**src/rtl/gpio_out_mmio.sv**
```systemverilog
// rtl/gpio_out_mmio.sv - memory-mapped GPIO output block with set/clear/toggle and a timed one-shot pulse.
// Optional pulse engine (PULSE_LEN, PULSE, counter, FSM) is built only when GPIO_PULSE_EN is defined.
module gpio_out_mmio #(
   parameter int          WIDTH     = 8,
   parameter logic [31:0] BASE_ADDR = 32'h0000_0040,
   parameter int          PULSE_W   = 16
) (
   input  logic             clk,
   input  logic             rst,
   input  logic             we_i,
   input  logic [31:0]      addr_i,
   input  logic [31:0]      wdata_i,
   output logic [31:0]      rdata_o,
   output logic             hit_o,
   output logic [WIDTH-1:0] GPIO_o,
   output logic             busy_o
);

   localparam logic [2:0] OFF_DATA  = 3'd0;
   localparam logic [2:0] OFF_SET   = 3'd1;
   localparam logic [2:0] OFF_CLR   = 3'd2;
   localparam logic [2:0] OFF_TOG   = 3'd3;
   localparam logic [2:0] OFF_LEN   = 3'd4;
   localparam logic [2:0] OFF_PULSE = 3'd5;

   logic [WIDTH-1:0] data_q;
   logic [WIDTH-1:0] bus_d;
   logic [WIDTH-1:0] wmask;
   logic [2:0]       offset;
   logic             wr;

   assign hit_o  = (addr_i[31:5] == BASE_ADDR[31:5]);
   assign offset = addr_i[4:2];
   assign wmask  = wdata_i[WIDTH-1:0];
   assign wr     = we_i & hit_o;
   assign GPIO_o = data_q;

   // Result of the bus write alone; the pulse engine layers on top of this.
   always_comb begin
      bus_d = data_q;
      if (wr) begin
         case (offset)
            OFF_DATA: bus_d = wmask;
            OFF_SET:  bus_d = data_q | wmask;
            OFF_CLR:  bus_d = data_q & ~wmask;
            OFF_TOG:  bus_d = data_q ^ wmask;
            default:  bus_d = data_q;
         endcase
      end
   end

   logic unused_bits;
   assign unused_bits = ^{addr_i[1:0], wdata_i};

`ifdef GPIO_PULSE_EN
   typedef enum logic {IDLE, PULSING} state_t;

   localparam logic [PULSE_W-1:0] ONE = PULSE_W'(1);

   state_t             state_q;
   logic [PULSE_W-1:0] plen_q;
   logic [PULSE_W-1:0] cnt_q;
   logic [WIDTH-1:0]   pmask_q;
   logic               busy_q;
   logic               pulse_wr;

   assign pulse_wr = wr && (offset == OFF_PULSE);
   assign busy_o   = busy_q;

   always_ff @(posedge clk or negedge rst) begin
      if (!rst) begin
         data_q  <= '0;
         plen_q  <= ONE;
         cnt_q   <= '0;
         pmask_q <= '0;
         state_q <= IDLE;
         busy_q  <= 1'b0;
      end else begin
         data_q <= bus_d;
         if (wr && (offset == OFF_LEN))
            plen_q <= wdata_i[PULSE_W-1:0];
         case (state_q)
            IDLE: begin
               if (pulse_wr && (wmask != '0)) begin
                  data_q  <= bus_d | wmask;
                  pmask_q <= wmask;
                  cnt_q   <= (plen_q == '0) ? '0 : plen_q - ONE;
                  state_q <= PULSING;
                  busy_q  <= 1'b1;
               end
            end
            PULSING: begin
               if (cnt_q != '0) begin
                  cnt_q <= cnt_q - ONE;
               end else begin
                  // Pulse end wins over a same-edge bus write on pulsed bits only.
                  data_q  <= bus_d & ~pmask_q;
                  pmask_q <= '0;
                  state_q <= IDLE;
                  busy_q  <= 1'b0;
               end
            end
            default: state_q <= IDLE;
         endcase
      end
   end
`else
   assign busy_o = 1'b0;

   always_ff @(posedge clk or negedge rst) begin
      if (!rst)
         data_q <= '0;
      else
         data_q <= bus_d;
   end
`endif

   always_comb begin
      rdata_o = '0;
      if (hit_o) begin
         case (offset)
            OFF_DATA: rdata_o = 32'(data_q);
`ifdef GPIO_PULSE_EN
            OFF_LEN:  rdata_o = 32'(plen_q);
            OFF_PULSE: begin
               rdata_o     = 32'(pmask_q);
               rdata_o[31] = busy_q;
            end
`endif
            default:  rdata_o = '0;
         endcase
      end
   end

endmodule
```
**config.mk**
```make
export PLATFORM = sky130hd
export DESIGN_NAME = gpio_out_mmio
export DESIGN_NICKNAME = d
export VERILOG_FILES = /design/src/rtl/gpio_out_mmio.sv
export SDC_FILE = /design/constraint.sdc
export NUM_CORES = 1
export LEC_CHECK = 0
export BUFFER_PORTS_ARGS = -buffer_cell sky130_fd_sc_hd__clkbuf_2
export CORE_ASPECT_RATIO = 1.75
export CORE_MARGIN = 2
export CORE_UTILIZATION = 39
export CTS_BUF_LIST = sky130_fd_sc_hd__clkbuf_4 sky130_fd_sc_hd__clkbuf_8
export CTS_CLUSTER_DIAMETER = 120
export DETAILED_ROUTE_END_ITERATION = 8
export PLACE_DENSITY = 0.88
export REMOVE_ABC_BUFFERS = 1
export SLEW_MARGIN = 20
export SYNTH_ARGS = -nofsm -noshare
export SYNTH_HDL_FRONTEND = slang
export SYNTH_SLANG_ARGS = --single-unit
```
**constraint.sdc**
```tcl
create_clock -name clk -period 1.8 [get_ports clk]
set_clock_uncertainty 0.15 [all_clocks]
set_input_delay 0 -clock clk [delete_from_list [all_inputs] [get_ports clk]]
set_output_delay 0 -clock clk [all_outputs]
set_load 0.005 [all_outputs]
```
==> report_table.html <==
<table>
<tr><th>Metric</th><th>Value</th></tr>
<tr><th colspan="2">STA</th></tr>
<tr><td>RSZ-0062 raised after global routing</td><td>no</td></tr>
<tr><td>Highest clock frequency the design can meet</td><td>585 MHz</td></tr>
<tr><td>Shortest clock period the worst path allows after layout</td><td>1710 ps</td></tr>
<tr><td>Count of final setup violators</td><td>0</td></tr>
<tr><td>Fin worst setup slack</td><td>91.9 ps</td></tr>
<tr><td>Fin crit share</td><td>94.9%</td></tr>
<tr><td>Worst max-slew margin expressed relative to the limit</td><td>60.6%</td></tr>
<tr><td>Aggregate negative setup slack</td><td>0 ps</td></tr>
<tr><td>Final Hold Fails</td><td>0</td></tr>
<tr><td>Slew at the pin closest to its max-slew limit</td><td>590 ps</td></tr>
<tr><td>Number of slew-limit violations in the final report</td><td>0</td></tr>
<tr><th colspan="2">CTS</th></tr>
<tr><td>Clk sinks</td><td>8</td></tr>
<tr><td>Clock tree from TritonCTS</td><td>yes</td></tr>
<tr><td>Clock slew at reported path FFs</td><td>40 ps</td></tr>
<tr><td>Clock Latency Late Sink</td><td>230 ps</td></tr>
<tr><td>Max Root-Sink Buffers</td><td>2</td></tr>
<tr><td>Root Buffer Master</td><td>sky130_fd_sc_hd__clkbuf_8</td></tr>
<tr><td>Number of levels in the clock H-tree</td><td>1</td></tr>
<tr><td>Clock buffer count from CTS</td><td>3</td></tr>
<tr><th colspan="2">Worst hold path</th></tr>
<tr><td>Path class of the lowest-slack min-delay path</td><td>input pin to flop</td></tr>
<tr><th colspan="2">Final layout</th></tr>
<tr><td>Final non-filler cell area</td><td>0.00152 mm²</td></tr>
<tr><td>Final net count</td><td>283</td></tr>
<tr><td>Filler cell count</td><td>281</td></tr>
<tr><td>Synthesis-to-finish area growth</td><td>26.2%</td></tr>
<tr><td>Post-layout utilization of the core</td><td>51.8%</td></tr>
<tr><td>N_diodes</td><td>0</td></tr>
<tr><td>Leading cell types in the layout, fill and taps excluded</td><td>57 x sky130_fd_sc_hd__clkbuf_2, 25 x sky130_fd_sc_hd__conb_1, 17 x sky130_fd_sc_hd__inv_1, 17 x sky130_fd_sc_hd__nand2_1, 16 x sky130_fd_sc_hd__ha_1</td></tr>
<tr><td>Flip-flop count of the largest register after layout</td><td>8</td></tr>
<tr><td>Layout cells sized above 1</td><td>44.4%</td></tr>
<tr><td>Most common library cell in the layout ignoring fill and taps</td><td>sky130_fd_sc_hd__clkbuf_2</td></tr>
<tr><th colspan="2">Placement</th></tr>
<tr><td>Post-detailed-placement half-perimeter wirelength</td><td>2400 µm</td></tr>
<tr><td>Post-placement worst setup slack</td><td>86.3 ps</td></tr>
<tr><td>Number of port buffers</td><td>57</td></tr>
<tr><td>Placed standard-cell area</td><td>0.00144 mm²</td></tr>
<tr><td>Weighted congestion at the end of routability-driven global placement</td><td>0.798</td></tr>
<tr><th colspan="2">GRT</th></tr>
<tr><td>Sum of overflow across all layers after global routing</td><td>0</td></tr>
<tr><td>Vias in the first global route</td><td>1,179</td></tr>
<tr><td>Number of antenna violations at the first check in global routing</td><td>0</td></tr>
<tr><td>Global-route usage over all layers</td><td>16.7%</td></tr>
<tr><td>Maximum number of pins on one net before global-route repair</td><td>12</td></tr>
<tr><td>Global-route wire length before repair</td><td>4530 µm</td></tr>
<tr><th colspan="2">Pwr</th></tr>
<tr><td>Overall Power</td><td>0.000548 W</td></tr>
<tr><td>Power per standard cell area</td><td>361 mW/mm²</td></tr>
<tr><td>Reported leakage power</td><td>0.840 nW</td></tr>
<tr><td>Maximum VDD drop</td><td>0.207 mV</td></tr>
<tr><th colspan="2">Floorplanning</th></tr>
<tr><td>Die footprint</td><td>0.00356 mm²</td></tr>
<tr><td>Chip Height</td><td>77.4 µm</td></tr>
<tr><td>Site row count</td><td>26</td></tr>
<tr><td>Starting density of the core</td><td>41.0%</td></tr>
<tr><td>Die X</td><td>46.0 µm</td></tr>
<tr><td>Top-level port count</td><td>109</td></tr>
<tr><td>Core region area</td><td>0.00293 mm²</td></tr>
<tr><th colspan="2">Logic synthesis</th></tr>
<tr><td>Seq cells post-synth</td><td>8</td></tr>
<tr><td>Gate Count Post-Synth</td><td>134</td></tr>
<tr><td>Warnings, synthesis</td><td>0</td></tr>
<tr><td>Number of enable flip-flop cells after synthesis</td><td>0</td></tr>
<tr><td>Top cell type's share of synthesized area</td><td>16.7%</td></tr>
<tr><td>Synth cell types</td><td>20</td></tr>
<tr><td>Share of flip-flops with an asynchronous set or reset</td><td>100%</td></tr>
<tr><td>Post-Syn Area per Cell</td><td>8.96 µm²</td></tr>
<tr><td>Most used flip-flop cell after synthesis</td><td>sky130_fd_sc_hd__dfrtp_1</td></tr>
<tr><td>Cell area after synthesis</td><td>0.00120 mm²</td></tr>
<tr><td>Synth area leaders</td><td>sky130_fd_sc_hd__dfrtp_1 17%, sky130_fd_sc_hd__ha_1 17%, sky130_fd_sc_hd__buf_4 16%, sky130_fd_sc_hd__mux2_2 14%, sky130_fd_sc_hd__nor4_4 7.1%</td></tr>
<tr><td>Cell type with the highest aggregate area in the netlist</td><td>sky130_fd_sc_hd__dfrtp_1</td></tr>
<tr><td>Sequential share of the synthesized area</td><td>16.7%</td></tr>
<tr><th colspan="2">Detailed routing</th></tr>
<tr><td>Average wire length per cell after detail routing</td><td>12.7 µm</td></tr>
<tr><td>Count of TritonRoute iterations in the first routing pass</td><td>4</td></tr>
<tr><td>Via count</td><td>1,134</td></tr>
<tr><td>Vias/cell</td><td>5.02</td></tr>
<tr><td>Total detailed-routing wirelength</td><td>2870 µm</td></tr>
<tr><td>Residual DRC</td><td>0</td></tr>
<tr><td>Count of routing violations after the opening detailed-route iteration</td><td>20</td></tr>
<tr><td>Antenna Nets Post-Route</td><td>0</td></tr>
<tr><th colspan="2">Flow run</th></tr>
<tr><td>Number of maximum-capacitance violations</td><td>0</td></tr>
<tr><th colspan="2">Critical path</th></tr>
<tr><td>Kind of start point of the critical path</td><td>flop</td></tr>
<tr><td>CP endpoint kind</td><td>flop</td></tr>
<tr><td>Max FO, Critical Path</td><td>4</td></tr>
<tr><td>Arrival @ worst endpoint</td><td>1670 ps</td></tr>
<tr><td>Crit Path Category</td><td>flop to flop</td></tr>
<tr><td>Req. time, crit path</td><td>1760 ps</td></tr>
<tr><th colspan="2">Outcome</th></tr>
<tr><td>Status</td><td>finished, final reports clean</td></tr>
</table>
synth_stat cells (2+ instances only):
cell type,n
sky130_fd_sc_hd__buf_4,25
sky130_fd_sc_hd__inv_1,17
sky130_fd_sc_hd__nand2_1,17
sky130_fd_sc_hd__ha_1,16
sky130_fd_sc_hd__mux2_2,15
sky130_fd_sc_hd__nor4_1,10
sky130_fd_sc_hd__dfrtp_1,8
sky130_fd_sc_hd__o211ai_1,8
sky130_fd_sc_hd__nor4_4,4
sky130_fd_sc_hd__clkbuf_1,3
sky130_fd_sc_hd__nor2_1,2
through the flow:
| step | cells | hold WS (ps) |
|---|---|---|
| floorplan | 130 | -446 |
| global placement | 219 | -294 |
| detailed placement | 219 | -292 |
| CTS | 223 | 3.20 |
| global route | 226 | 11.8 |
| finish | 226 | 0.675 |
critical path: stages (launching register included):
cell and delay, ps:
sky130_fd_sc_hd__dfrtp_1 380, sky130_fd_sc_hd__inv_1 80, sky130_fd_sc_hd__ha_1 270, sky130_fd_sc_hd__mux2_2 260, sky130_fd_sc_hd__nand2_1 70, sky130_fd_sc_hd__o211ai_1 110, sky130_fd_sc_hd__mux2_2 270
final timing paths:
| path | endpoint | slack (ps) | cells after the start | from |
|---|---|---|---|---|
| worst max-delay path | GPIO_o[6] | 90 | 6 | GPIO_o[6] |
| worst min-delay path | GPIO_o[7] | 0.7 | 4 | wdata_i[7] |
| worst max register to register | GPIO_o[6] | 90 | 6 | GPIO_o[6] |
| worst min register to register | GPIO_o[6] | 420 | 1 | GPIO_o[6] |
| max in group asynchronous | GPIO_o[1] | 1280 | 2 | rst |
| min in group asynchronous | GPIO_o[2] | 30 | 2 | rst |
power by group:
part             switching (W)  total [W]  internal (W)
sequential     0.0000000000192   0.000181      0.000181
combinational        0.0000841   0.000152     0.0000682
clock                0.0000703   0.000215      0.000145
total                 0.000154   0.000548      0.000394
layer usage:
layer	up-vias	part of all wire (%)	global-route usage, %
met5	-	0	0
met4	0	2.1	9.43
met3	7	9.4	2.56
met2	73	54	31.0
met1	516	34	15.5
li1	538	-	-
cells by family (layout without fill, tap and decap cells):
| kind of cell | count (synthesis) | after routing | share of synthesized area [%] |
|---|---|---|---|
| AO/OA/AOI/OAI | 9 | 9 | 5.63 |
| adder cells (fa/ha/maj) | 16 | 16 | 16.7 |
| buffers and inverters | 45 | 85 | 21.9 |
| flip-flops | 8 | 8 | 16.7 |
| multiplexers | 16 | 16 | 15.0 |
| other | 1 | 25 | 0.312 |
| AND/OR/NAND/NOR | 39 | 39 | 23.9 |
repair_timing:
item | 4_1_cts | 5_1_grt
gates resized for setup | 0 | 0
endpoints found under the setup margin | 0 | 2
hold buffers | 1 | 0
hold endpoints to repair | 8 | 0
setup buffers | 0 | 3
layout make-up:
cell class                      count  area [µm²]  area share [%]
Sequential cell                     8         200            13.2
Multi-Input combinational cell    105         828            54.6
Clock buffer                        3        41.3            2.72
Timing Repair Buffer               65         348            22.9
Inverter                           17        63.8            4.21
Tap cell                           28        35.0            2.31
No activity file was read; power rests on OpenSTA's default activity.
